### src/rtl/flags_stack.sv
// flags_stack: carry/overflow flag registers with zero/sign decode and a {cy,ov} save/restore LIFO (optional sticky overflow via FLAGS_STICKY_OV_EN)
module flags_stack #(
  parameter int WIDTH = 8,
  parameter int DEPTH = 4,
  localparam int PW = $clog2(DEPTH + 1)
) (
  input  logic          clk,
  input  logic          rst_n,
`ifdef FLAGS_STICKY_OV_EN
  input  logic          clr_so,
  output logic          so,
`endif
  input  logic          ce_cy,
  input  logic          cy_new,
  input  logic          ov_new,
  input  logic [WIDTH-1:0] acc,
  input  logic          push,
  input  logic          pop,
  output logic          cy,
  output logic          ov,
  output logic          zf,
  output logic          sf,
  output logic [PW-1:0] level,
  output logic          full,
  output logic          empty,
  output logic          err
);
  // sized to the full pointer range so any level value indexes it cleanly
  logic [1:0] stk [2**PW];
  logic [PW-1:0] top, wr_idx;
  logic restore, save, fault;
  assign top     = level - PW'(1);
  assign full    = level == PW'(DEPTH);
  assign empty   = level == '0;
  assign zf      = acc == '0;
  assign sf      = acc[WIDTH-1];
  assign restore = pop && !empty;
  assign save    = push && (pop ? !empty : !full);
  assign fault   = (pop && empty) || (push && !pop && full);
  assign wr_idx  = pop ? top : level;
  // stack storage: push writes at level, swap overwrites the top entry
  always_ff @(posedge clk) begin
    if (save) stk[wr_idx] <= {cy, ov};
  end
  // flags, level and sticky fault; a restore from the stack takes precedence over ce_cy
  always_ff @(posedge clk) begin
    if (!rst_n) begin
      cy    <= 1'b0;
      ov    <= 1'b0;
      level <= '0;
      err   <= 1'b0;
    end else begin
      if (restore) {cy, ov} <= stk[top];
      else if (ce_cy) {cy, ov} <= {cy_new, ov_new};
      if (fault) err <= 1'b1;
      if (save && !pop) level <= level + PW'(1);
      else if (restore && !push) level <= level - PW'(1);
    end
  end
`ifdef FLAGS_STICKY_OV_EN
  logic ov_set;
  assign ov_set = restore ? stk[top][0] : ce_cy && ov_new;
  // sticky overflow: any write of ov=1 sets it, and setting beats clearing
  always_ff @(posedge clk) begin
    if (!rst_n) so <= 1'b0;
    else if (ov_set) so <= 1'b1;
    else if (clr_so) so <= 1'b0;
  end
`endif
endmodule

### config.mk
export PLATFORM = sky130hd
export DESIGN_NAME = flags_stack
export DESIGN_NICKNAME = d
export VERILOG_FILES = /design/src/rtl/flags_stack.sv
export SDC_FILE = /design/constraint.sdc
export NUM_CORES = 1
export LEC_CHECK = 0
export ABC_CLOCK_PERIOD_IN_PS = 2530
export CAP_MARGIN = 20
export CORE_UTILIZATION = 35
export DETAILED_ROUTE_END_ITERATION = 8
export PLACE_DENSITY = 0.7
export SYNTH_ARGS = -nofsm -noshare
export SYNTH_HDL_FRONTEND = slang
export SYNTH_SLANG_ARGS = --single-unit
### constraint.sdc
create_clock -name clk -period 2.53 [get_ports clk]
set_input_delay 0.253 -clock clk [delete_from_list [all_inputs] [get_ports clk]]
set_output_delay 0.253 -clock clk [all_outputs]
set_load 0.02 [all_outputs]
Word level (Yosys, flattened, before mapping)
Memories as Yosys holds them, arrays and structs flattened. Index checks and enable logic that the tools add are counted.

Flip-flop bits (word level): 6. RAM bits: 16. Output and inout bits: 10. Memories kept: 1.

Memory list: stk (words 8, bits a word 2, rd ports 1, clocked after Yosys merged registers in 0, write ports 1, line 29) `logic [1:0] stk [2**PW];`.

Add/subtract/negate cells: 2. Eq/ne operators: 1. Muxes and demuxes: 10. Reduce and logical (&&, ||, !) cells: 16.

Operator list (count): 3-bit two-way mux (3); 8-bit zero test (1); 1-bit logical AND (7); 1-bit two-way mux (7); 1-bit zero test (4); 2-bit nonzero test (2); 3-bit by 1-bit adder with 3-bit output, second input constant (1); 3-bit equality test, second input constant (1); 3-bit zero test (1); 3-bit by 1-bit subtractor with 3-bit output, second input constant (1); 1-bit logical OR (1).

Logic depth before layout (Yosys ltp)
Gate-level depths: netlist of run 1.

Depth after elaboration: 6. Mapped depth: 6. Depth with buffers taken out: 6.

Worst setup path before layout of run 1
No wires, ideal clock.

Path kind: reg-to-reg. From: register level[0]. To: register cy. Setup time: 116 ps. Data arrival time: 2222 ps. Slack: 192 ps. Cell stages (with the launch flop): 7. Clock period less this slack: 2338 ps. Cell sequence: dfxtp_1 bufinv_8 ha_1 inv_2 mux4_1 mux2_2 o211a_1.

Longest elaborated chain between the ends: 4. Elaborated cells on any way between the ends: 7.

RTL lines: from (decl) (line 23) `output logic [PW-1:0] level,`; from (signal assigned) (line 56) `if (save && !pop) level <= level + PW'(1);`; from (signal assigned) (line 57) `else if (restore && !push) level <= level - PW'(1);`; branches (longest 4 deep; another with 3-bit by 1-bit subtractor with 3-bit output); to (signal assigned) (line 53) `if (restore) {cy, ov} <= stk[top];`; to (signal assigned) (line 54) `else if (ce_cy) {cy, ov} <= {cy_new, ov_new};`; to (decl) (line 19) `output logic cy,`.

Parallel ways; which one is timed is not known. A chain may end at the register's enable or synchronous reset.

Final worst setup path of run 1
Same ends and word-level chain as after synthesis.

==> results.toml, run 1 <==
[outcome]
run_status = "finished, final reports clean"

[floorplanning]
core_um2 = 3153
dieArea_um2 = 3692
pin_count = 25
fp.dieW_um = 60.77
placement_rows = 20
initial_cell_density_of_the_core_pct = 38.33
die_height_um = 60.77

[drt]
postRouteWirelength_mm = 2.507
route.detailed.drc = 0
vias = 917
detail_route.first_pass.iterations = 4
vias_per_cell = 5.210
drt-initial-drc-count = 18
routed_wire_length_per_instance_um = 14.24
ant_nets = 0

[power_and_ir_drop]
power.net_switching_uw = 369.9
ir_worst_vdd_uv = 361.9
sequentialPowerShare_pct = 41.3
intPower_uw = 746.9
leakage_nw = 0.5832
netSwitchingFraction_pct = 33.12
power-per-cell-area_nw_per_um2 = 726.9
combinationalPowerShare_pct = 44.1
clockPowerShare_pct = 14.6

[synthesis]
synth_warnings = 0
synthFlopType = "edfxtp_1"
synth.ff_latch_count = 22
async_reset_ff_share_pct = 0
synthDominantCellAreaShare_pct = 39.75
syn-num-nets = 123
synth_seq_area_share_pct = 49.69
synth.distinct_cells = 35
synth_area_um2 = 1209
synthDominantAreaCellType = "edfxtp_1"
post_synth_main_area_contributors = "edfxtp_1 40%, dfxtp_1 9.9%, mux4_1 8.7%"
synth_area_per_cell_um2 = 11.51
synthesis.instances = 105
synth-edff-count = 16

[critical_path]
crit_path_max_fanout = 7
cp.required_ns = 2.73
timing.critical_path.from_type = "flip-flop"
reg2regPathDepth = 6
critPathMaxStageDelay_ns = 0.57
crit_chain = "bufinv_8, ha_1, inv_2, mux4_1, mux2_2, o211a_1"
endpoint_kind = "flip-flop"
setup.worst_path.class = "flip-flop to flip-flop"
crit_path_top_delay_cell = "mux4_1"
arrival_ns = 2.58

[global_route]
track_usage_pct = 15.50
antenna_violations_before_repair = 0
gr-usage-met2_pct = 26.22
grt_start_max_net_pins = 18
use_met1_pct = 20.82
grt_use_met3_pct = 1.919
grt_pass1_vias = 877
busiest_layer = "met2"
grt_first_pass_wirelength_mm = 4.105
grt-ovfl-total = 0

[clock_network]
cts_hold_buffers = 0
cts_buffer_depth = 2
cts_max_level = 1
post-cts-setup-buffers = 0
cts.sink_count = 22
clkSlewWorstSetupHoldPaths_ns = 0.12
total_cts_buffers = 3
cts_tree = "built"
worstSkewPairLatency_ns = 0.30
cts-resized-gates = 0
cts_root_buffer = "clkbuf_4"

[finish]
antenna_cells_inserted = 0
final_layout_size_suffix_gt1_share_pct = 9.091
area.sequential_um2 = 600.6
multi_input_comb_area_um2 = 548.0
layout-area-overhead-vs-synth_pct = 27.12
fillerInstances = 312
nNetsFinal = 151

[timing]
timing.final.crit_period_ns = 2.376
worst_tran_pin_value_ns = 0.4287
holdWs_ns = 0.5140
portion_of_the_clock_cycle_consumed_by_the_worst_path_in_the_final_layout_pct = 93.93
final_setup_skew_ns = 0.006394
rsz0062_at_grt = "false"
max_frequency_mhz = 420.8
max-slew-margin-rel_pct = 71.12
timing.final.hold_violations = 0
finalSetupViolCount = 0
maxSlewViolCount = 0
tns_ns = 0

[place]
io_buffers = 24
gp_routability_congestion = 0.8340
hpwlAfterDp_mm = 1.992

[job]
maxCapViolations = 0

[worst_hold_path]
min_delay_path_depth = 2
hold_class = "flip-flop to flip-flop"
==> sequential cells by signal, summed over array words and instances (netlist names) <==
register	cells
level	3
err	1
ov	1
cy	1
stk	16
==> metal layers <==
metal,share of wire [%],vias to the layer above
li1,-,445
met1,45,444
met2,51,24
met3,3.3,4
met4,0.76,0
met5,0,-
==> cells in the mapped netlist (all sizes together) (3+ instances only) <==
master,n
nor3,6
mux4,4
nor2,10
nor2b,5
clkbuf,3
ha,3
edfxtp,16
inv,5
nand2,7
a2bb2oi,3
o21ai,6
o211a,3
dfxtp,6
==> worst max-delay path, delay by kind of cell, from the launching register on <==
| kind | cells | cell delay (ns) |
|---|---|---|
| mux | 2 | 0.84 |
| flops | 1 | 0.45 |
| buf+inv | 2 | 0.40 |
| fa+ha+maj | 1 | 0.38 |
| compound gates | 1 | 0.20 |
==> final timing paths <==
kind	from	to	slack, ns
worst max-delay path	level[0]$_SDFFE_PN0P_	cy$_SDFFE_PN0P_	0.15
worst min-delay path	err$_SDFFE_PN0P_	err$_SDFFE_PN0P_	0.51
worst max register to register	level[0]$_SDFFE_PN0P_	cy$_SDFFE_PN0P_	0.15
worst min register to register	err$_SDFFE_PN0P_	err$_SDFFE_PN0P_	0.51
==> logic make-up (layout without fill, tap and decap cells) <==
| group | after synthesis | after routing | share of synthesized area, % |
|---|---|---|---|
| buffers and inverters | 11 | 38 | 4.969 |
| adder cells (fa/ha/maj) | 3 | 3 | 3.106 |
| AO/OA/AOI/OAI | 21 | 21 | 12.42 |
| XOR/XNOR | 4 | 4 | 2.899 |
| flip-flops | 22 | 22 | 49.69 |
| AND/OR/NAND/NOR | 36 | 36 | 14.70 |
| multiplexers | 8 | 8 | 12.22 |
==> power by group through the flow <==
stage                     combinational [mW]  clock (mW)  sequential, mW
final                                  0.493       0.163           0.461
after global placement                 0.478           0           0.468
after floorplan                        0.312           0           0.495
after CTS                              0.495       0.163           0.461
after detailed placement               0.493           0           0.470
after global routing                   0.539       0.175           0.466
==> metrics by stage <==
step / total power, mW / setup WS, ns / util (%) / area (um2) / instances
after global routing: 1.181 / 0.05639 / 48.73 / 1536 / 176
after global placement: 0.9464 / 0.2842 / 47.90 / 1510 / 172
final: 1.117 / 0.1537 / 48.73 / 1536 / 176
after CTS: 1.119 / 0.1483 / 48.73 / 1536 / 176
after floorplan: 0.8067 / 0.1922 / - / 1209 / 105
after detailed placement: 0.9633 / 0.1738 / 47.90 / 1510 / 172
==> cells in the final DEF (no fill, tap or decap), types with 4 or more instances in the layout <==
| master | count |
|---|---|
| clkdlybuf4s50_1 | 24 |
| edfxtp_1 | 16 |
| nand2_1 | 7 |
| nor2b_1 | 5 |
| nor2_1 | 10 |
| nor3_1 | 6 |
| mux4_1 | 4 |
| dfxtp_1 | 6 |
| buf_4 | 4 |
==> area by class of cell <==
class,count,area share (%)
clock buffers,4,1.710
inverters,6,2.362
flip-flops and latches,22,39.09
multi-input cells,72,35.67
well taps,44,3.583
repair buffers,28,17.59
Power figures use the tool's default switching activity.
==> inputs of run 2 (changes only) <==
--- a/config.mk
+++ b/config.mk
@@ -7,9 +7,9 @@
 export LEC_CHECK = 0
 export ABC_CLOCK_PERIOD_IN_PS = 2530
 export CAP_MARGIN = 20
-export CORE_UTILIZATION = 35
+export CORE_UTILIZATION = 40
 export DETAILED_ROUTE_END_ITERATION = 8
-export PLACE_DENSITY = 0.7
+export PLACE_DENSITY = 0.77
 export SYNTH_ARGS = -nofsm -noshare
 export SYNTH_HDL_FRONTEND = slang
 export SYNTH_SLANG_ARGS = --single-unit
==> run 2 against run 1 <==
  * The run now ends with design-rule violations left
  * Combinational power fell by 6.5%
  * Cell count decreased by 9.7%
  * Via count increased by 1.9%
  * Worst setup slack gained 0.026 ns
  * Total power rose by 8.3%
  * Wire length unchanged
  * Register-to-register slack gained 0.03 ns
  * First-iteration DRC count up 78%
  * Worst hold slack gained 0.0047 ns
  * Non-clock buffer count down 4
  * Highest routed layer unchanged
==> results.toml, run 2 (synthesis gave the netlist of run 1 again) <==
[finish]
max_ffs_per_register = 16
regMostFlops = "stk"
nNetsFinal = 147
mostFrequentLayoutCell = "clkdlybuf4s50_1"
multi_input_comb_area_um2 = 548.0
fillerInstances = 244
area.sequential_um2 = 600.6
postLayoutCellArea_um2 = 1516
layout_top_registers = "stk x16, level x3"
mostFrequentLayoutCells = "24 x clkdlybuf4s50_1, 16 x edfxtp_1, 10 x nor2_1, 7 x nand2_1"
final_layout_size_suffix_gt1_share_pct = 7.031
layout-area-overhead-vs-synth_pct = 25.47
antenna_cells_inserted = 0

[clock_network]
cts_tree = "built"
cts_root_buffer = "clkbuf_4"
cts_hold_buffers = 0
cts-resized-gates = 0
total_cts_buffers = 3
worstSkewPairLatency_ns = 0.31
cts.sink_count = 22
clkSlewWorstSetupHoldPaths_ns = 0.12
cts_buffer_depth = 2
post-cts-setup-buffers = 0
cts_max_level = 1

[critical_path]
setup.worst_path.class = "flip-flop to flip-flop"
cp.required_ns = 2.74
crit_path_top_delay_cell = "mux4_1"
crit_chain = "bufinv_8, ha_1, inv_2, mux4_1, mux2_2, o211a_1"
critPathMaxStageDelay_ns = 0.56
endpoint_kind = "flip-flop"
arrival_ns = 2.56
timing.critical_path.from_type = "flip-flop"
crit_path_max_fanout = 7

[drt]
postRouteWirelength_mm = 2.507
routed_wire_length_per_instance_um = 15.77
vias_per_cell = 5.874
drt-initial-drc-count = 32
vias = 934
route.detailed.drc = 6
detail_route.first_pass.iterations = 6
ant_nets = 0

[power_and_ir_drop]
netSwitchingFraction_pct = 31.02
intPower_uw = 834.3
power-per-cell-area_nw_per_um2 = 797.6
ir_worst_vdd_uv = 507.6
power.net_switching_uw = 375.1
sequentialPowerShare_pct = 39.9
combinationalPowerShare_pct = 38.1
clockPowerShare_pct = 22.0
leakage_nw = 0.5756

[timing]
maxSlewViolCount = 0
post-route-worst-setup-slack_ns = 0.1794
timing.final.crit_period_ns = 2.351
worst_tran_pin_value_ns = 0.6006
finalSetupViolCount = 0
timing.final.hold_violations = 0
rsz0062_at_grt = "false"
max-slew-margin-rel_pct = 59.83
max_frequency_mhz = 425.4
tns_ns = 0
final_setup_skew_ns = 0.004828
portion_of_the_clock_cycle_consumed_by_the_worst_path_in_the_final_layout_pct = 92.91

[outcome]
run_status = "finished with violations"
violations_in_the_final_reports = "design-rule violations"

[floorplanning]
die_height_um = 56.97
pin_count = 25
dieArea_um2 = 3246
placement_rows = 19
initial_cell_density_of_the_core_pct = 43.09
core_um2 = 2805
fp.dieW_um = 56.97

[global_route]
grt_first_pass_wirelength_mm = 3.939
track_usage_pct = 16.27
antenna_violations_before_repair = 0
grt-ovfl-total = 0
grt_pass1_vias = 904
grt_start_max_net_pins = 18

[place]
detailedPlace.worstSlack_ns = 0.2197
hpwlAfterDp_mm = 1.882
gp_routability_congestion = 0.8595
io_buffers = 24
placement.cell_area_um2 = 1464

[job]
maxCapViolations = 0

[worst_hold_path]
hold_class = "flip-flop to flip-flop"
run 2: changes by cell type in the layout (fill, tap and decap cells not counted):
cell       delta
buf_4         -4
clkbuf_1      -1
bufinv_16     +1
run 2: path summary, 6_finish.rpt:
| kind | start | endpoint | slack [ns] | cells past startpoint |
|---|---|---|---|---|
| max | level[0]$_SDFFE_PN0P_ | ov$_SDFFE_PN0P_ | 0.18 | 6 |
| min | err$_SDFFE_PN0P_ | err$_SDFFE_PN0P_ | 0.52 | 2 |
| max reg2reg | level[0]$_SDFFE_PN0P_ | ov$_SDFFE_PN0P_ | 0.18 | 6 |
| min reg2reg | err$_SDFFE_PN0P_ | err$_SDFFE_PN0P_ | 0.52 | 2 |
run 2: through the flow:
stage / std cells / utilization (%) / total power, mW / hold slack, ns
floorplan: 105 / - / 0.8067 / 0.3747
global placement: 155 / 52.19 / 0.9331 / 0.4729
detailed placement: 155 / 52.19 / 0.9466 / 0.4885
CTS: 159 / 54.06 / 1.211 / 0.5214
global route: 159 / 54.06 / 1.267 / 0.5492
finish: 159 / 54.06 / 1.209 / 0.5187
run 2: routing by layer:
metal	GRT usage, %	share of wire [%]	up-vias	wire length [um]
li1	-	-	435	-
met2	27.39	48	39	1215
met3	3.855	6.7	7	169
met1	20.21	43	453	1067
met5	0	0	-	0
met4	6.620	2.2	0	55
run 2: layout make-up:
class | instances | area share [%]
Clock buffer | 3 | 1.485
Clock inverter | 1 | 1.980
Timing Repair Buffer | 24 | 15.84
Inverter | 6 | 2.393
Tap cell | 31 | 2.558
Sequential cell | 22 | 39.60
Multi-Input combinational cell | 72 | 36.14
run 2: power by group through the flow:
stage | logic (mW) | clock network [mW] | registers, mW
floorplan | 0.312 | 0 | 0.495
global placement | 0.448 | 0 | 0.485
detailed placement | 0.456 | 0 | 0.491
CTS | 0.460 | 0.269 | 0.482
global route | 0.499 | 0.279 | 0.489
finish | 0.461 | 0.266 | 0.482
run 2: worst max-delay path: cells and delay by family (launching register included):
family          cells  cell delay [ns]
buf+inv             2             0.40
flops               1             0.46
mux                 2             0.84
fa+ha+maj           1             0.36
compound gates      1             0.20
==> inputs of run 3 (changes only) <==
--- a/config.mk
+++ b/config.mk
@@ -6,10 +6,9 @@
 export NUM_CORES = 1
 export LEC_CHECK = 0
 export ABC_CLOCK_PERIOD_IN_PS = 2530
-export CAP_MARGIN = 20
-export CORE_UTILIZATION = 40
+export CORE_UTILIZATION = 50
 export DETAILED_ROUTE_END_ITERATION = 8
-export PLACE_DENSITY = 0.77
+export PLACE_DENSITY = 0.9
 export SYNTH_ARGS = -nofsm -noshare
 export SYNTH_HDL_FRONTEND = slang
 export SYNTH_SLANG_ARGS = --single-unit
==> run 3 against run 2 <==
  * The run now ends clean
  * Sequential share of layout area rose by 0.098 points
  * Worst setup slack lost 0.048 ns
  * Register-to-register slack got worse by 0.03 ns
  * Critical path depth is 2 lower
  * Clock power up 2%
  * Largest cell class unchanged
  * Largest power group unchanged
  * Highest routed layer unchanged
==> results.toml, run 3 (synthesis gave the netlist of run 1 again) <==
[outcome]
run_status = "finished, final reports clean"

[critical_path]
crit_path_max_fanout = 7
arrival_ns = 2.15
endpoint_kind = "output port"
timing.critical_path.from_type = "flip-flop"
cp.required_ns = 2.28
setup.worst_path.class = "flip-flop to output port"

[floorplanning]
die_height_um = 51.17
pin_count = 25
fp.dieW_um = 51.17
initial_cell_density_of_the_core_pct = 53.61
placement_rows = 17
dieArea_um2 = 2618
core_um2 = 2255

[timing]
post-route-worst-setup-slack_ns = 0.1315
tns_ns = 0
portion_of_the_clock_cycle_consumed_by_the_worst_path_in_the_final_layout_pct = 94.80
timing.final.hold_violations = 0
rsz0062_at_grt = "false"
worst_tran_pin_value_ns = 0.5910
final_setup_skew_ns = 0.007160
timing.final.crit_period_ns = 2.398
maxSlewViolCount = 0
max-slew-margin-rel_pct = 60.47
finalSetupViolCount = 0
max_frequency_mhz = 416.9

[clock_network]
worstSkewPairLatency_ns = 0.32
cts_buffer_depth = 2
total_cts_buffers = 3
cts_root_buffer = "clkbuf_4"
cts.sink_count = 22
cts-resized-gates = 0
clkSlewWorstSetupHoldPaths_ns = 0.13
post-cts-setup-buffers = 0
cts_max_level = 1
cts_hold_buffers = 0
cts_tree = "built"

[finish]
layout_top_registers = "stk x16, level x3"
mostFrequentLayoutCell = "clkdlybuf4s50_1"
nNetsFinal = 147
final_layout_size_suffix_gt1_share_pct = 7.031
layout.core_utilization_pct = 67.09
layout-area-overhead-vs-synth_pct = 25.16
regMostFlops = "stk"
mostFrequentLayoutCells = "24 x clkdlybuf4s50_1, 16 x edfxtp_1, 10 x nor2_1, 7 x nand2_1"
antenna_cells_inserted = 0
max_ffs_per_register = 16

[global_route]
antenna_violations_before_repair = 0
grt_first_pass_wirelength_mm = 4.133
grt_pass1_vias = 931
track_usage_pct = 22.51
grt-ovfl-total = 0
grt_start_max_net_pins = 18

[drt]
postRouteWirelength_mm = 2.505
detail_route.first_pass.iterations = 4
vias_per_cell = 5.936
vias = 926
routed_wire_length_per_instance_um = 16.06
ant_nets = 0
drt-initial-drc-count = 22
route.detailed.drc = 0

[place]
detailedPlace.worstSlack_ns = 0.1884
io_buffers = 24
hpwlAfterDp_mm = 1.868
gp_routability_congestion = 0.8169

[worst_hold_path]
hold_class = "flip-flop to flip-flop"

[power_and_ir_drop]
combinationalPowerShare_pct = 38.5
power-per-cell-area_nw_per_um2 = 805.8
leakage_nw = 0.5756
power.net_switching_uw = 384.2
netSwitchingFraction_pct = 31.52
post-layout-total-power_mw = 1.219
ir_worst_vdd_uv = 618.0
sequentialPowerShare_pct = 39.3
clockPowerShare_pct = 22.2
intPower_uw = 834.8

[job]
maxCapViolations = 0
run 3: final timing paths:
check	start	to	slack, ns	depth (start not counted)
worst max register to register	level[0]$_SDFFE_PN0P_	cy$_SDFFE_PN0P_	0.15	6
worst max-delay path	level[0]$_SDFFE_PN0P_	empty	0.13	4
worst min-delay path	err$_SDFFE_PN0P_	err$_SDFFE_PN0P_	0.51	2
worst min register to register	err$_SDFFE_PN0P_	err$_SDFFE_PN0P_	0.51	2
run 3: final cells by class:
| class | count | area, um2 |
|---|---|---|
| multi-input cells | 72 | 548.0 |
| clock inverters | 1 | 30.03 |
| clock buffers | 3 | 22.52 |
| fillers | 171 | 742.0 |
| flip-flops and latches | 22 | 600.6 |
| repair buffers | 24 | 240.2 |
| well taps | 28 | 35.03 |
| inverters | 6 | 36.28 |
run 3: per-layer routing:
layer	vias up	track usage, %	share of wire, %
li1	441	-	-
met1	434	28.21	41
met2	42	37.28	49
met3	9	3.571	6.3
met4	0	11.57	2.9
met5	-	0	0
run 3: worst max-delay path, stage by stage, from the launching register on:
cell and delay, ns:
dfxtp_1 0.39, bufinv_8 0.22, ha_1 0.28, nor2b_1 0.28, clkdlybuf4s50_1 0.65
run 3: metrics by stage:
| step | std cells | instance area, um2 | hold slack, ns |
|---|---|---|---|
| finish | 156 | 1513 | 0.5073 |
| global route | 156 | 1513 | 0.5703 |
| CTS | 156 | 1513 | 0.5144 |
| detailed placement | 152 | 1460 | 0.4811 |
| global placement | 152 | 1460 | 0.4773 |
| floorplan | 105 | 1209 | 0.3747 |
run 3: power groups by stage:
stage	clock network [mW]	logic, mW	registers (mW)
after floorplan	0	0.312	0.495
after global placement	0	0.445	0.485
after detailed placement	0	0.463	0.487
after CTS	0.270	0.465	0.479
after global routing	0.290	0.508	0.485
final	0.270	0.469	0.479
